--- src/rtl/alm_psum_accumulator.sv ---
// Partial-sum accumulator behind the ALM multiplier: sums acc_len products per group and
// hands the group sum downstream over valid/ready. Build macro ALM_ACC_SAT_EN selects saturation.
module alm_psum_accumulator #(
    parameter int PROD_BW = 64,
    parameter int ACC_BW  = 72,
    parameter int CNT_BW  = 8
) (
    input  logic              clk,
    input  logic              rst_n,
    input  logic              clear,
    input  logic [CNT_BW-1:0] acc_len,
    input  logic              prod_valid,
    input  logic [PROD_BW-1:0] prod_data,
    output logic              prod_ready,
    output logic              sum_valid,
    output logic [ACC_BW-1:0] sum_data,
    output logic              sum_ovf,
    input  logic              sum_ready
);

    // Handshake: a word moves on a rising edge where valid & ready are both high; valid never
    // waits on ready, and a held sum keeps sum_data/sum_ovf stable until it moves.
    typedef enum logic [1:0] {IDLE, ACCUM, HOLD} state_t;

    state_t            state_q, state_d;
    logic [ACC_BW-1:0] acc_q, acc_d;
    logic [CNT_BW-1:0] cnt_q, cnt_d;
    logic [CNT_BW-1:0] len_q, len_d;
    logic              ovf_q, ovf_d;

    logic              prod_xfer;
    logic              sum_xfer;
    logic [ACC_BW-1:0] prod_ext;
    logic [ACC_BW:0]   sum_ext;
    logic              carry;
    logic [CNT_BW-1:0] len_eff;
    logic [CNT_BW-1:0] cnt_inc;

    assign prod_ready = (state_q != HOLD);
    assign sum_valid  = (state_q == HOLD);
    assign sum_data   = sum_valid ? acc_q : '0;
    assign sum_ovf    = sum_valid & ovf_q;

    assign prod_xfer = prod_valid & prod_ready;
    assign sum_xfer  = sum_valid & sum_ready;
    assign prod_ext  = ACC_BW'(prod_data);
    assign sum_ext   = {1'b0, acc_q} + {1'b0, prod_ext};
    assign carry     = sum_ext[ACC_BW];
    assign len_eff   = (acc_len == '0) ? CNT_BW'(1) : acc_len;
    assign cnt_inc   = cnt_q + CNT_BW'(1);

    always_comb begin
        state_d = state_q;
        acc_d   = acc_q;
        cnt_d   = cnt_q;
        len_d   = len_q;
        ovf_d   = ovf_q;
        if (clear) begin
            // Flush wins over everything, including a product presented this cycle.
            state_d = IDLE;
            acc_d   = '0;
            cnt_d   = '0;
            ovf_d   = 1'b0;
        end else begin
            case (state_q)
                IDLE: begin
                    if (prod_xfer) begin
                        acc_d   = prod_ext;
                        cnt_d   = CNT_BW'(1);
                        ovf_d   = 1'b0;
                        len_d   = len_eff;
                        state_d = (len_eff == CNT_BW'(1)) ? HOLD : ACCUM;
                    end
                end
                ACCUM: begin
                    if (prod_xfer) begin
`ifdef ALM_ACC_SAT_EN
                        acc_d = carry ? '1 : sum_ext[ACC_BW-1:0];
`else
                        acc_d = sum_ext[ACC_BW-1:0];
`endif
                        ovf_d = ovf_q | carry;
                        cnt_d = cnt_inc;
                        if (cnt_inc == len_q) begin
                            state_d = HOLD;
                        end
                    end
                end
                HOLD: begin
                    if (sum_xfer) begin
                        state_d = IDLE;
                        acc_d   = '0;
                        cnt_d   = '0;
                    end
                end
                default: begin
                    state_d = IDLE;
                end
            endcase
        end
    end

    always_ff @(posedge clk or negedge rst_n) begin
        if (!rst_n) begin
            state_q <= IDLE;
            acc_q   <= '0;
            cnt_q   <= '0;
            len_q   <= '0;
            ovf_q   <= 1'b0;
        end else begin
            state_q <= state_d;
            acc_q   <= acc_d;
            cnt_q   <= cnt_d;
            len_q   <= len_d;
            ovf_q   <= ovf_d;
        end
    end

endmodule

--- config.mk ---
export PLATFORM = sky130hd
export DESIGN_NAME = alm_psum_accumulator
export DESIGN_NICKNAME = d
export VERILOG_FILES = /design/src/rtl/alm_psum_accumulator.sv
export SDC_FILE = /design/constraint.sdc
export NUM_CORES = 1
export LEC_CHECK = 0
export CAP_MARGIN = 20
export CORE_MARGIN = 3
export CORE_UTILIZATION = 37
export CTS_CLUSTER_SIZE = 25
export DETAILED_ROUTE_END_ITERATION = 8
export HOLD_SLACK_MARGIN = 0.05
export MAX_ROUTING_LAYER = met4
export SLEW_MARGIN = 20
export SYNTH_ARGS = -nofsm -noshare
export SYNTH_HDL_FRONTEND = slang
export SYNTH_SLANG_ARGS = --single-unit
--- constraint.sdc ---
create_clock -name clk -period 4.2 [get_ports clk]
set_input_delay 0.63 -clock clk [delete_from_list [all_inputs] [get_ports clk]]
set_output_delay 0.63 -clock clk [all_outputs]
set_load 0.05 [all_outputs]
==> out/qor.txt, run 1 <==
Number of global-route vias before repair: 8111
Vias per cell: 5.70
CTS Sinks: 91
Total number of vias: 8341
Post-cts sizing count: 0
FF+latch count, synth: 91
FMAX: 268 MHz
Row count: 54
Drt wl/cell: 18.3 um
Ranking of synthesized cells by area: dfrtp_1, ha_1, and2_1
Clk_lat worst skew: 370 ps
Mux share of post-synthesis cell area: 1.04%
Worst hold path class: input pin to asynchronous set/reset pin
Die Ht: 158 um
CTS buffer count: 9
Post-layout min period: 3720 ps
I/O pins: 152
Tcrit/Tclk final: 88.7%
Rel. slew slack: 53.5%
Max Cap Viol: 0
Post-CTS Setup Bufs: 0
Share of the synthesized area in the top cell type: 26.7%
Antenna Nets Post-Route: 0
Detailed-route wire length: 26800 um
Final Hold Slack: 176 ps
Leakage power: 4.73 nW
WS Path Type: input pin to flop
Port bufs: 151
Cells after Synth: 1057
FF+latch area: 0.00228 mm^2
Die ar.: 0.0249 mm^2
Layout cells sized above 1: 5.92%
CTS clock-pin slew for the worst setup and hold paths: 90 ps
XOR/XNOR Fraction of Synth Area: 7.69%
DR iter-0 viols: 577
Main flop type after synthesis: dfrtp_1
Post-DP HPWL: 20400 um
Fin area: 0.0106 mm^2
Core area: 0.0222 mm^2
Post-synthesis adder-cell area fraction: 10.2%
Post-Syn Area: 0.00854 mm^2
# fillers: 2250
Largest family of logic cells by synthesized area: compound AO/OA/AOI/OAI gates
Crit path required time: 4480 ps
Final #Nets: 1323
Peak VDD IR: 0.281 mV
Placed Area: 0.0103 mm^2
Hold Buf Count CTS: 0
Fraction of registers with async set/reset: 100%
Post-synth EDFFs: 0
Synthesized Nets: 1203
Syn Area/Cell: 8.08 um^2
Starting density of the core: 38.4%
Grt ovf: 0
Antenna violations before repair: 1
Die W: 158 um
Largest net degree at the start of global routing: 76
Max Slew Vio Count: 0
Setup TNS: 0 ps
Gp weighted congestion: 0.916
Worst EP arrival: 4000 ps
Crit path capture type: flop
Skew final: 13.7 ps
Area occupied by multi-input gates: 0.00585 mm^2
Status: complete, no violations
Final-report setup violation count: 0
TritonRoute pass-1 iters: 5
Final hold violations: 0
Compound-cell area share of the yosys netlist: 31.1%
Total global routing track utilization: 22.2%
Yosys warnings: 0
Synth Area in Simple Gates: 18.4%
RSZ-0062 raised after global routing: false
Area grow syn2layout: 24.6%
Worst-Margin Slew: 695 ps
Clk buf depth: 2
Startpoint Class: input pin
DR DRC count: 0
Root buffer cell: clkbuf_16
Cell taking the most area after synthesis: dfrtp_1
P per Cell Area: 544 mW/mm^2
Distinct cells, synth: 77
H-tree depth: 3
First-pass GRT wire length: 43400 um
Worst Path Max Fanout: 3
TritonCTS clock tree: built
Part of the Yosys area used for sequential elements: 26.7%
Pwr Total: 5.79 mW
## layout by cell type (no fill, tap or decap), drive strengths merged, types with 33 or more instances in the layout
cell type	count
o21ai	107
dfrtp	91
inv	51
nor2	45
a22oi	41
xor2	33
a21o	47
nand2	69
and2	78
ha	68
a21oi	86
clkdlybuf4s50	150
xnor2	42
## cells in the mapped netlist, drive strengths merged, types with 4 or more instances
master	count
a211o	5
a211oi	5
a21boi	7
a21o	47
a21oi	86
a22o	21
a22oi	41
a31o	4
a31oi	12
and2	78
and3	13
buf	4
clkbuf	61
dfrtp	91
ha	68
inv	47
mux2	7
nand2	69
nand2b	4
nand3	24
nand4	26
nor2	45
nor2b	13
nor3	8
o21a	7
o21ai	107
o21bai	14
o22ai	20
o31ai	4
or2	5
xnor2	42
xor2	33
## power by group
| group | switching, mW | internal, mW | leakage (nW) | total, mW |
|---|---|---|---|---|
| Combinational | 2.19 | 1.43 | 3.38 | 3.62 |
| Clock | 0.442 | 0.425 | 0.148 | 0.867 |
| Sequential | 0.193 | 1.11 | 1.21 | 1.31 |
## worst max-delay path, cell delays in order
cell and delay [ps]:
clkdlybuf4s50_1 500, ha_1 200, fa_1 220, a21o_1 160, a221oi_2 80, or3b_4 440
a21oi_1 160, o21ai_1 100, a2111oi_1 590, o21ai_1 240, a21oi_1 200, o21ai_1 90
and3b_1 170, o31ai_1 210
## metal layers
layer | global-route usage (%) | part of all wire [%] | wire (um)
met2 | 34.4 | 46 | 12400
met1 | 30.8 | 47 | 12700
met3 | 3.12 | 4.4 | 1190
met5 | - | 0 | 0
met4 | 5.74 | 2.0 | 534
## worst paths after layout
path / from / endpoint / slack (ps) / cells after the start
worst max-delay path: prod_data[0] / acc_q[60] / 480 / 14
worst min-delay path: rst_n / len_q[4] / 180 / 1
worst max register to register: acc_q[7] / acc_q[60] / 770 / 12
worst min register to register: cnt_q[7] / cnt_q[7] / 520 / 2
max in group asynchronous: rst_n / acc_q[34] / 3180 / 2
min in group clk: cnt_q[7] / cnt_q[7] / 520 / 2
## cell families (layout without fill, tap and decap cells)
| family | after synthesis | after routing |
|---|---|---|
| fa+ha+maj | 69 | 69 |
| flops | 91 | 91 |
| simple gates | 298 | 298 |
| mux | 8 | 8 |
| other cells | 0 | 1 |
| buf+inv | 112 | 237 |
| xor+xnor | 75 | 75 |
| compound gates | 404 | 404 |
## per-stage QoR
step           utilization, %  worst slack (ps)  cells
5_1_grt                  47.9               329   1463
6_report                 47.9               475   1463
3_5_place_dp             46.5               135   1446
3_3_place_gp             46.5               200   1446
4_1_cts                  47.9               512   1462
2_1_floorplan               -               772   1057
## area by class of cell
cell class / instances / area share, %
antenna: 1 / 0.0235
clock buffer: 9 / 2.12
clock inverter: 7 / 0.740
inverter: 47 / 1.66
multi-input combinational: 854 / 55.0
sequential: 91 / 21.4
tap: 280 / 3.29
timing repair buffer: 174 / 15.8
## sequential cells by signal, summed over array words and instances (netlist names)
register  cells
acc_q        72
len_q         8
ovf_q         1
cnt_q         8
state_q       2
(Power assumes the default switching activity.)
==> run 2: changes to the inputs <==
Settings changed: ABC_CLOCK_PERIOD_IN_PS from default to 4200.
==> results of run 2 <==
Final layout, timing and power as in run 1 (identical DEF).
